**src/rtl/pipe_pkg.sv**
```systemverilog
`default_nettype none
// +----------------------------------------------------------------------------+
// | Package : pipe_pkg                                                         |
// | Shared constants and types for the MINI-RISC elastic pipeline stages.      |
// | Contents: stage MODE selectors, skid FSM state type, default NOP payload.  |
// | Revision: 1.0 - initial release                                            |
// +----------------------------------------------------------------------------+
package pipe_pkg;

  // Stage implementation selectors for the MODE parameter
  localparam int PIPE_PASS = 0;  // combinational pass-through
  localparam int PIPE_REG  = 1;  // single register, combinational in_ready
  localparam int PIPE_SKID = 2;  // 2-entry skid buffer, registered in_ready

  // Payload loaded on reset/flush (NOP encoding of the packed bundle)
  localparam int PIPE_NOP = 0;

  // Skid buffer occupancy states
  typedef enum logic [1:0] {
    ST_EMPTY = 2'd0,
    ST_ONE   = 2'd1,
    ST_TWO   = 2'd2
  } pipe_state_e;

endpackage
`default_nettype wire

```
**src/rtl/elastic_pipe_reg_if.sv**
```systemverilog
`default_nettype none
// +----------------------------------------------------------------------------+
// | Interface : elastic_pipe_reg_if                                            |
// | One valid/ready/data channel between two pipeline stages.                  |
// | Ports (signals):                                                           |
// |   valid : beat valid (producer -> consumer)                                |
// |   ready : consumer can take the beat (consumer -> producer)                |
// |   data  : DATA_W payload (producer -> consumer)                            |
// | Modports: master = producer side, slave = consumer side.                   |
// | Revision: 1.0 - initial release                                            |
// +----------------------------------------------------------------------------+
interface elastic_pipe_reg_if #(
  parameter int DATA_W = 16
);
  logic              valid;
  logic              ready;
  logic [DATA_W-1:0] data;

  modport master (output valid, output data, input ready);
  modport slave  (input valid, input data, output ready);
endinterface
`default_nettype wire

```
**src/rtl/sat_counter.sv**
```systemverilog
`default_nettype none
// +----------------------------------------------------------------------------+
// | Module  : sat_counter                                                      |
// | Saturating up-counter for performance statistics.                          |
// | Ports:                                                                     |
// |   clk   in  1      clock, rising edge                                      |
// |   reset in  1      asynchronous, active-high                               |
// |   inc   in  1      count this cycle                                        |
// |   clr   in  1      synchronous clear, wins over inc                        |
// |   cnt   out CNT_W  current count, sticks at all-ones                       |
// | Revision: 1.0 - initial release                                            |
// +----------------------------------------------------------------------------+
module sat_counter #(
  parameter int CNT_W = 16
) (
  input  logic             clk,
  input  logic             reset,
  input  logic             inc,
  input  logic             clr,
  output logic [CNT_W-1:0] cnt
);

  logic [CNT_W-1:0] cnt_q;
  logic [CNT_W-1:0] cnt_d;

  always_comb begin
    cnt_d = cnt_q;
    if (clr) begin
      cnt_d = '0;
    end else if (inc && (cnt_q != '1)) begin
      cnt_d = cnt_q + CNT_W'(1);
    end
  end

  always_ff @(posedge clk or posedge reset) begin
    if (reset) begin
      cnt_q <= '0;
    end else begin
      cnt_q <= cnt_d;
    end
  end

  assign cnt = cnt_q;

endmodule
`default_nettype wire

```
**src/rtl/elastic_pipe_reg.sv**
```systemverilog
`default_nettype none
// +----------------------------------------------------------------------------+
// | Module  : elastic_pipe_reg                                                 |
// | Valid/ready elastic pipeline stage with hazard-unit stall/flush, selectable|
// | as pass-through (MODE 0), single register (MODE 1) or 2-entry skid buffer  |
// | (MODE 2), plus a saturating bubble counter.                                |
// | Ports:                                                                     |
// |   clk        in   1       clock, rising edge                              |
// |   reset      in   1       asynchronous, active-high                       |
// |   stall      in   1       hold: no accept, no release, contents kept      |
// |   flush      in   1       synchronous squash of all held beats            |
// |   up         slave        upstream channel (in_valid/in_ready/in_data)    |
// |   dn         master       downstream channel (out_valid/out_ready/data)   |
// |   occupancy  out  2       beats held (always 0 in MODE 0)                 |
// |   clr_stats  in   1       synchronous clear of bubble_cnt                 |
// |   bubble_cnt out  CNT_W   cycles with out_ready & !out_valid & !stall     |
// | The interface instances must be built with the same DATA_W as this stage. |
// | Revision: 1.0 - initial release                                            |
// +----------------------------------------------------------------------------+
module elastic_pipe_reg
  import pipe_pkg::*;
#(
  parameter int                DATA_W  = 16,
  parameter int                MODE    = PIPE_SKID,
  parameter logic [DATA_W-1:0] FLUSH_D = DATA_W'(PIPE_NOP),
  parameter int                CNT_W   = 16
) (
  input  logic             clk,
  input  logic             reset,
  input  logic             stall,
  input  logic             flush,
  elastic_pipe_reg_if.slave  up,
  elastic_pipe_reg_if.master dn,
  output logic [1:0]       occupancy,
  input  logic             clr_stats,
  output logic [CNT_W-1:0] bubble_cnt
);

  if (MODE == PIPE_SKID) begin : g_skid
    pipe_state_e       state_q, state_d;
    logic [DATA_W-1:0] main_q, main_d;
    logic [DATA_W-1:0] skid_q, skid_d;
    logic              rdy_q, rdy_d;
    logic              in_fire;
    logic              out_fire;

    always_comb begin
      // rdy_q mirrors (state_q != ST_TWO), so in_fire can never occur in TWO
      in_fire  = up.valid & rdy_q & ~stall & ~flush;
      out_fire = (state_q != ST_EMPTY) & dn.ready & ~stall & ~flush;
      state_d  = state_q;
      main_d   = main_q;
      skid_d   = skid_q;
      if (flush) begin
        state_d = ST_EMPTY;
        main_d  = FLUSH_D;
        skid_d  = FLUSH_D;
      end else begin
        case (state_q)
          ST_EMPTY: begin
            if (in_fire) begin
              state_d = ST_ONE;
              main_d  = up.data;
            end
          end
          ST_ONE: begin
            if (in_fire && out_fire) begin
              main_d = up.data;
            end else if (in_fire) begin
              state_d = ST_TWO;
              skid_d  = up.data;
            end else if (out_fire) begin
              state_d = ST_EMPTY;
            end
          end
          ST_TWO: begin
            if (out_fire) begin
              state_d = ST_ONE;
              main_d  = skid_q;
            end
          end
          default: state_d = ST_EMPTY;
        endcase
      end
      // Ready for next cycle is decided from the next state, keeping
      // out_ready off the combinational in_ready path.
      rdy_d = (state_d != ST_TWO);
    end

    always_ff @(posedge clk or posedge reset) begin
      if (reset) begin
        state_q <= ST_EMPTY;
        main_q  <= FLUSH_D;
        skid_q  <= FLUSH_D;
        rdy_q   <= 1'b1;
      end else begin
        state_q <= state_d;
        main_q  <= main_d;
        skid_q  <= skid_d;
        rdy_q   <= rdy_d;
      end
    end

    always_comb begin
      case (state_q)
        ST_ONE:  occupancy = 2'd1;
        ST_TWO:  occupancy = 2'd2;
        default: occupancy = 2'd0;
      endcase
    end

    assign up.ready = rdy_q & ~stall;
    assign dn.valid = (state_q != ST_EMPTY);
    assign dn.data  = main_q;
  end else if (MODE == PIPE_REG) begin : g_reg
    logic              valid_q, valid_d;
    logic [DATA_W-1:0] main_q, main_d;
    logic              rdy;
    logic              in_fire;
    logic              out_fire;

    always_comb begin
      rdy      = (~valid_q | dn.ready) & ~stall;
      in_fire  = up.valid & rdy & ~flush;
      out_fire = valid_q & dn.ready & ~stall & ~flush;
      valid_d  = valid_q;
      main_d   = main_q;
      if (flush) begin
        valid_d = 1'b0;
        main_d  = FLUSH_D;
      end else if (in_fire) begin
        // covers both refill-on-drain and fill-when-empty
        valid_d = 1'b1;
        main_d  = up.data;
      end else if (out_fire) begin
        valid_d = 1'b0;
      end
    end

    always_ff @(posedge clk or posedge reset) begin
      if (reset) begin
        valid_q <= 1'b0;
        main_q  <= FLUSH_D;
      end else begin
        valid_q <= valid_d;
        main_q  <= main_d;
      end
    end

    assign up.ready  = rdy;
    assign dn.valid  = valid_q;
    assign dn.data   = main_q;
    assign occupancy = {1'b0, valid_q};
  end else if (MODE == PIPE_PASS) begin : g_pass
    assign up.ready  = dn.ready & ~stall;
    assign dn.valid  = up.valid & ~flush;
    assign dn.data   = up.data;
    assign occupancy = 2'd0;
  end else begin : g_bad_mode
    $error("elastic_pipe_reg: illegal MODE %0d", MODE);
  end

  logic bubble_inc;
  assign bubble_inc = dn.ready & ~dn.valid & ~stall;

  sat_counter #(
    .CNT_W (CNT_W)
  ) u_bubble_cnt (
    .clk   (clk),
    .reset (reset),
    .inc   (bubble_inc),
    .clr   (clr_stats),
    .cnt   (bubble_cnt)
  );

endmodule
`default_nettype wire
```
**src/flat_wrapper.sv**
```systemverilog
// flat-port wrapper written by rule: the top's interface ports become plain ports
module elastic_pipe_reg_flat import pipe_pkg::*;
#(
  parameter int                DATA_W  = 16,
  parameter int                MODE    = PIPE_SKID,
  parameter logic [DATA_W-1:0] FLUSH_D = DATA_W'(PIPE_NOP),
  parameter int                CNT_W   = 16
)
  (clk, reset, stall, flush, occupancy, clr_stats, bubble_cnt, up_valid, up_data, up_ready, dn_valid, dn_data, dn_ready);
  elastic_pipe_reg_if #(.DATA_W(DATA_W)) up_i ();
  elastic_pipe_reg_if #(.DATA_W(DATA_W)) dn_i ();
  input  logic clk;
  input  logic reset;
  input  logic stall;
  input  logic flush;
  output logic [1:0] occupancy;
  input  logic clr_stats;
  output logic [CNT_W-1:0] bubble_cnt;
  input wire logic [$bits(up_i.valid)-1:0] up_valid;
  input wire logic [$bits(up_i.data)-1:0] up_data;
  output wire logic [$bits(up_i.ready)-1:0] up_ready;
  output wire logic [$bits(dn_i.valid)-1:0] dn_valid;
  output wire logic [$bits(dn_i.data)-1:0] dn_data;
  input wire logic [$bits(dn_i.ready)-1:0] dn_ready;
  assign up_i.valid = up_valid;
  assign up_i.data = up_data;
  assign up_ready = up_i.ready;
  assign dn_valid = dn_i.valid;
  assign dn_data = dn_i.data;
  assign dn_i.ready = dn_ready;
  elastic_pipe_reg #(.DATA_W(DATA_W), .MODE(MODE), .FLUSH_D(FLUSH_D), .CNT_W(CNT_W)) u_core (.clk(clk), .reset(reset), .stall(stall), .flush(flush), .up(up_i), .dn(dn_i), .occupancy(occupancy), .clr_stats(clr_stats), .bubble_cnt(bubble_cnt));
endmodule
```
**config.mk**
```make
export PLATFORM = sky130hd
export DESIGN_NAME = elastic_pipe_reg_flat
export DESIGN_NICKNAME = d
export VERILOG_FILES = /design/src/rtl/pipe_pkg.sv /design/src/rtl/elastic_pipe_reg_if.sv /design/src/rtl/sat_counter.sv /design/src/rtl/elastic_pipe_reg.sv /design/src/flat_wrapper.sv
export SDC_FILE = /design/constraint.sdc
export NUM_CORES = 1
export LEC_CHECK = 0
export ABC_AREA = 0
export BUFFER_PORTS_ARGS = -buffer_cell sky130_fd_sc_hd__buf_2
export CAP_MARGIN = 20
export CORE_MARGIN = 4
export CORE_UTILIZATION = 48
export DETAILED_ROUTE_END_ITERATION = 16
export PLACE_DENSITY = 0.75
export SYNTH_ARGS = -nofsm -noshare
export SYNTH_HDL_FRONTEND = slang
export SYNTH_SLANG_ARGS = --single-unit
```
**constraint.sdc**
```tcl
create_clock -name clk -period 1.95 [get_ports clk]
set_clock_uncertainty 0.05 [all_clocks]
set_input_delay 0.585 -clock clk [delete_from_list [all_inputs] [get_ports clk]]
set_output_delay 0.585 -clock clk [all_outputs]
set_load 0.1 [all_outputs]
```
After elaboration in Yosys (flattened, before gate mapping)
Index checks and enable logic that the tools add are counted.

Logic and storage cells: 54. Register bits: 51. Bits of input ports: 23.

Equal/unequal tests: 8. Reductions and logical operators: 10. Multiplexer cells: 18. Bitwise logic cells: 12. Add/subtract/negate cells: 1.

Operators with widths (count): $mux 16 (9); $pmux 16 s3 (1); $add 16x1->16 const B (1); $ne 16x16->1 const B (1); $mux 2 (6); $and 1x1->1 (9); $ne 3x2->1 const B (3); $reduce_bool 2->1 (4); $pmux 2 s3 (1); $ne 2x2->1 const B (2); $pmux 2 s2 (1); $reduce_and 4->1 (1); $reduce_bool 4->1 (1); $not 1->1 (3); $reduce_and 3->1 (1); $eq 2x1->1 const B (1); $eq 2x2->1 const B (1); $logic_and 1x1->1 (2); $logic_not 2->1 (1).

Logic depth before layout (Yosys ltp)
Depth after elaboration: 10. Depth in mapped cells: 8. Gate-level depth less buffers: 5.

Modules after synthesis
From an unflattened synthesis, not the netlist that was laid out.

Cell total of the unflattened synthesis: 337. Area, all modules: 3062.9 sq um.

By module, submodules not included: elastic_pipe_reg (instances 1, area an instance 2130.8 sq um, sequential area each 877.1 sq um, cells each 236); sat_counter (instances 1, area an instance 932.1 sq um, sequential area each 400.4 sq um, cells each 101).

Worst setup path after synthesis
Ideal clock, no wire load.

Path type: flip-flop to output port. From: reg u_core.g_skid.state_q[0]. To: out occupancy[1]. Data required time: 1315 ps. Arrival: 1953 ps. Slack: -638 ps. Stages on the path, launching flop included: 5. Cell sequence: dfrtp_1 > or2b_1 > buf_2 > clkinv_1 > buf_1.

Longest elaborated chain between the ends: 2. Elaborated cells between the ends (all ways): 3.

Ends and longest elaborated chain: start: declaration (line elastic_pipe_reg.sv:40) `pipe_state_e state_q, state_d;`; start signal: assignment (line elastic_pipe_reg.sv:97) `state_q <= state_d;`; $eq 2x2->1 / $eq 2x1->1 (equally long branches) (line elastic_pipe_reg.sv:105) `case (state_q)`; $pmux 2 s2 * (line elastic_pipe_reg.sv:105); end: declaration (line flat_wrapper.sv:16) `output logic [1:0] occupancy;`.

Mark *: on every way between the ends. The rest lies on a longest branch, timed or not.

Final worst setup path
From: reg u_core.g_skid.state_q[0]. To: reg u_core.u_bubble_cnt.cnt_q[13], in the netlist u_core.u_bubble_cnt.cnt[13].

Longest elaborated chain between the ends: 6.

Ends and longest elaborated chain: $reduce_bool 2->1 (line elastic_pipe_reg.sv:113) `assign dn.valid = (state_q != ST_EMPTY);`; $not 1->1 (line elastic_pipe_reg.sv:164) `assign bubble_inc = dn.ready & ~dn.valid & ~stall;`; $and 1x1->1 (2 in series) (line elastic_pipe_reg.sv:164); $logic_and 1x1->1 (line sat_counter.sv:30) `end else if (inc && (cnt_q != '1)) begin`; $reduce_bool 2->1 (no line); end signal: assignment (line sat_counter.sv:39) `cnt_q <= cnt_d;`; end: declaration (line sat_counter.sv:23) `logic [CNT_W-1:0] cnt_q;`.

Every way passes these cells. A chain may end at the register's enable or synchronous reset.

==> flow_summary.json <==
{
  "status": "finished, violations left",
  "violations": "setup timing",
  "slowest_delay_ns": 0.55,
  "grt.overflow.total": 0,
  "yosysWarningCount": 0,
  "dpl.hpwl_microns": 4190,
  "power_density_nw_per_um2": 734,
  "grt_max_degree": 35,
  "netlist_top_cells_area": "dfrtp_1 (48%), mux2i_1 (6.9%), a21oi_1 (6.0%), nand2_1 (5.4%), mux2_1 (4.3%)",
  "syn_inst": 262,
  "clockBufferDepth": 2,
  "synth_top_cells_by_count": "dfrtp_1 (50), nand2_1 (37), a21oi_1 (31), nor2_1 (21), mux2i_1 (18)",
  "cts_buffers": 5,
  "max_freq_mhz": 509,
  "postSynthAreaPerCell_sq_um": 9.90,
  "holdCritPathClass": "input pin to async pin",
  "fin_tns_setup_ns": -0.0253,
  "final-hold-violation-count": 0,
  "path_clk_slew_ns": 0.10,
  "fin_ws_ns": -0.0130,
  "yosysTopAreaCellShare_pct": 48.2,
  "cp-start-kind": "register",
  "relSlewSlack_pct": 66.3,
  "grt_pass1_wl_microns": 10100,
  "worst_path_dominant_cell_family": "simple AND/OR/NAND/NOR gates",
  "power.total_uw": 2490,
  "globalRouteMet1Util_pct": 25.6,
  "drt_iter0_markers": 84,
  "grtUsageMet2_pct": 33.3,
  "rsz0062_at_grt": "true",
  "fin_util_pct": 65.6,
  "nets": 362,
  "multi_input_area_sq_um": 1310,
  "report.final.slew_viol_count": 0,
  "grt_pass1_vias": 2168,
  "ys.flop_type": "dfrtp_1",
  "synth-edff-count": 0,
  "cts_tree": "built",
  "ys_seq_area_share_pct": 49.2,
  "grt.busiest_layer": "met2",
  "postSynth.asyncResetShare_pct": 100,
  "die_h_microns": 81.5,
  "clock-root-buffer": "clkbuf_8",
  "dr.pass1.iters": 4,
  "worst_path_max_delay_cell": "or4_4",
  "drive_gt1_share_pct": 39.5,
  "path_cells": "buf_4, nor4b_4, buf_4, nand4_4, or4_4, a21oi_2",
  "wl_per_cell_microns": 14.8,
  "tightest_slew_ns": 0.503,
  "netlist_area_sq_um": 2590,
  "setup_viol": 2,
  "antenna_found_initial": 0,
  "routed_via_density": 5.52,
  "dieArea_sq_um": 6650,
  "diodes": 0,
  "wirelength_microns": 6070,
  "htreeDepth": 2,
  "clock-sinks": 51,
  "cp_max_fo": 8,
  "cts_hold_buf": 0,
  "core_region_area_sq_um": 5170,
  "post-route-period-util_pct": 101,
  "syn_to_final_growth_pct": 30.8,
  "pre_cts_ws_ns": -0.124,
  "vias": 2258,
  "end_kind": "register",
  "num_rows": 26,
  "ioPinCount": 59,
  "worst_ep_arrival_time_ns": 2.15,
  "portBuffers": 58,
  "p_leak_uw": 0.00158,
  "die_w_microns": 81.5,
  "start_util_pct": 50.2,
  "drc": 0,
  "gp_congestion": 0.775,
  "yosysTopAreaCell": "dfrtp_1",
  "worst_path_most_repeated_cell": "buf_4",
  "path_class": "register to register",
  "holdWs_ns": 0.188,
  "ys_ff_latch": 51,
  "ir_drop_mv": 0.337,
  "cap_violations": 0,
  "use_met3_pct": 3.29,
  "clk_latency_ns": 0.31,
  "yosysMostFrequentCell": "dfrtp_1",
  "register_area_sq_um": 1300,
  "yosysUniqueCellTypes": 41,
  "worst-path-buf-inv": 2,
  "required_ns": 2.14,
  "antenna_left": 0,
  "syn_nets": 286,
  "fin_crit_ns": 1.96,
  "fillers": 423,
  "grtUsageTotal_pct": 19.4
}
## layout make-up
class | count | area share [%]
Clock buffer | 5 | 2.03
Sequential cell | 51 | 38.2
Timing Repair Buffer | 83 | 16.7
Multi-Input combinational cell | 192 | 38.5
Clock inverter | 3 | 1.36
Inverter | 5 | 0.590
Tap cell | 70 | 2.58
## power breakdown
| group | total (uW) | switching [uW] | internal (uW) |
|---|---|---|---|
| clock network | 759 | 372 | 387 |
| logic | 608 | 453 | 155 |
| registers | 1120 | 24.3 | 1100 |
## cells by family after synthesis
logic type                 count (synthesis)  share of synthesized area (%)
DFF                                       51                           49.2
buffers and inverters                     19                           3.37
AOI/OAI and AO/OA                         49                           10.6
and+or+nand+nor                          107                           22.0
adders and majority gates                  1                          0.482
muxes                                     35                           14.3
## metal layers
layer  share of wire, %  routed length (microns)
met5                  0                        0
met4                1.1                       68
met3                4.9                      300
met2                 49                     2960
met1                 45                     2740
## flip-flops by register name, summed over array words and instances, names as in the netlist
name,cells
u_core.dn.data,16
u_core.g_skid.state_q,2
u_core.g_skid.rdy_q,1
u_core.g_skid.skid_q,16
u_core.u_bubble_cnt.cnt,16
## per-stage QoR
step | cells | cell area [sq um]
floorplan | 262 | 2660
global placement | 394 | 3170
detailed placement | 394 | 3170
CTS | 406 | 3330
global route | 409 | 3390
finish | 409 | 3390
## path summary, 6_finish.rpt
kind | cells past startpoint | slack (ns) | start | end
max in group asynchronous | 3 | 1.14 | reset | u_core.g_skid.rdy_q
min in group clk | 1 | 0.44 | u_core.dn.data[4] | u_core.dn.data[4]
setup / recovery | 6 | -0.01 | u_core.g_skid.state_q[0] | u_core.u_bubble_cnt.cnt[13]
hold reg to reg | 1 | 0.44 | u_core.dn.data[4] | u_core.dn.data[4]
hold / removal | 2 | 0.19 | reset | u_core.dn.data[2]
setup reg to reg | 6 | -0.01 | u_core.g_skid.state_q[0] | u_core.u_bubble_cnt.cnt[13]
## layout by cell type (no fill, tap or decap), types with 10 or more instances in the layout
master | synthesis | layout
dfrtp_2 | 0 | 16
a21oi_1 | 31 | 28
nor2_1 | 21 | 21
buf_4 | 1 | 22
buf_2 | 3 | 54
mux2_1 | 10 | 10
mux2i_1 | 18 | 18
dfrtp_1 | 50 | 34
nand2_1 | 37 | 37
## timing repair
action,CTS,global route
setup endpoints to repair,3,19
pin swaps,0,5
gates resized for setup,6,8
buffers inserted,4,3
(Power assumes the default switching activity.)
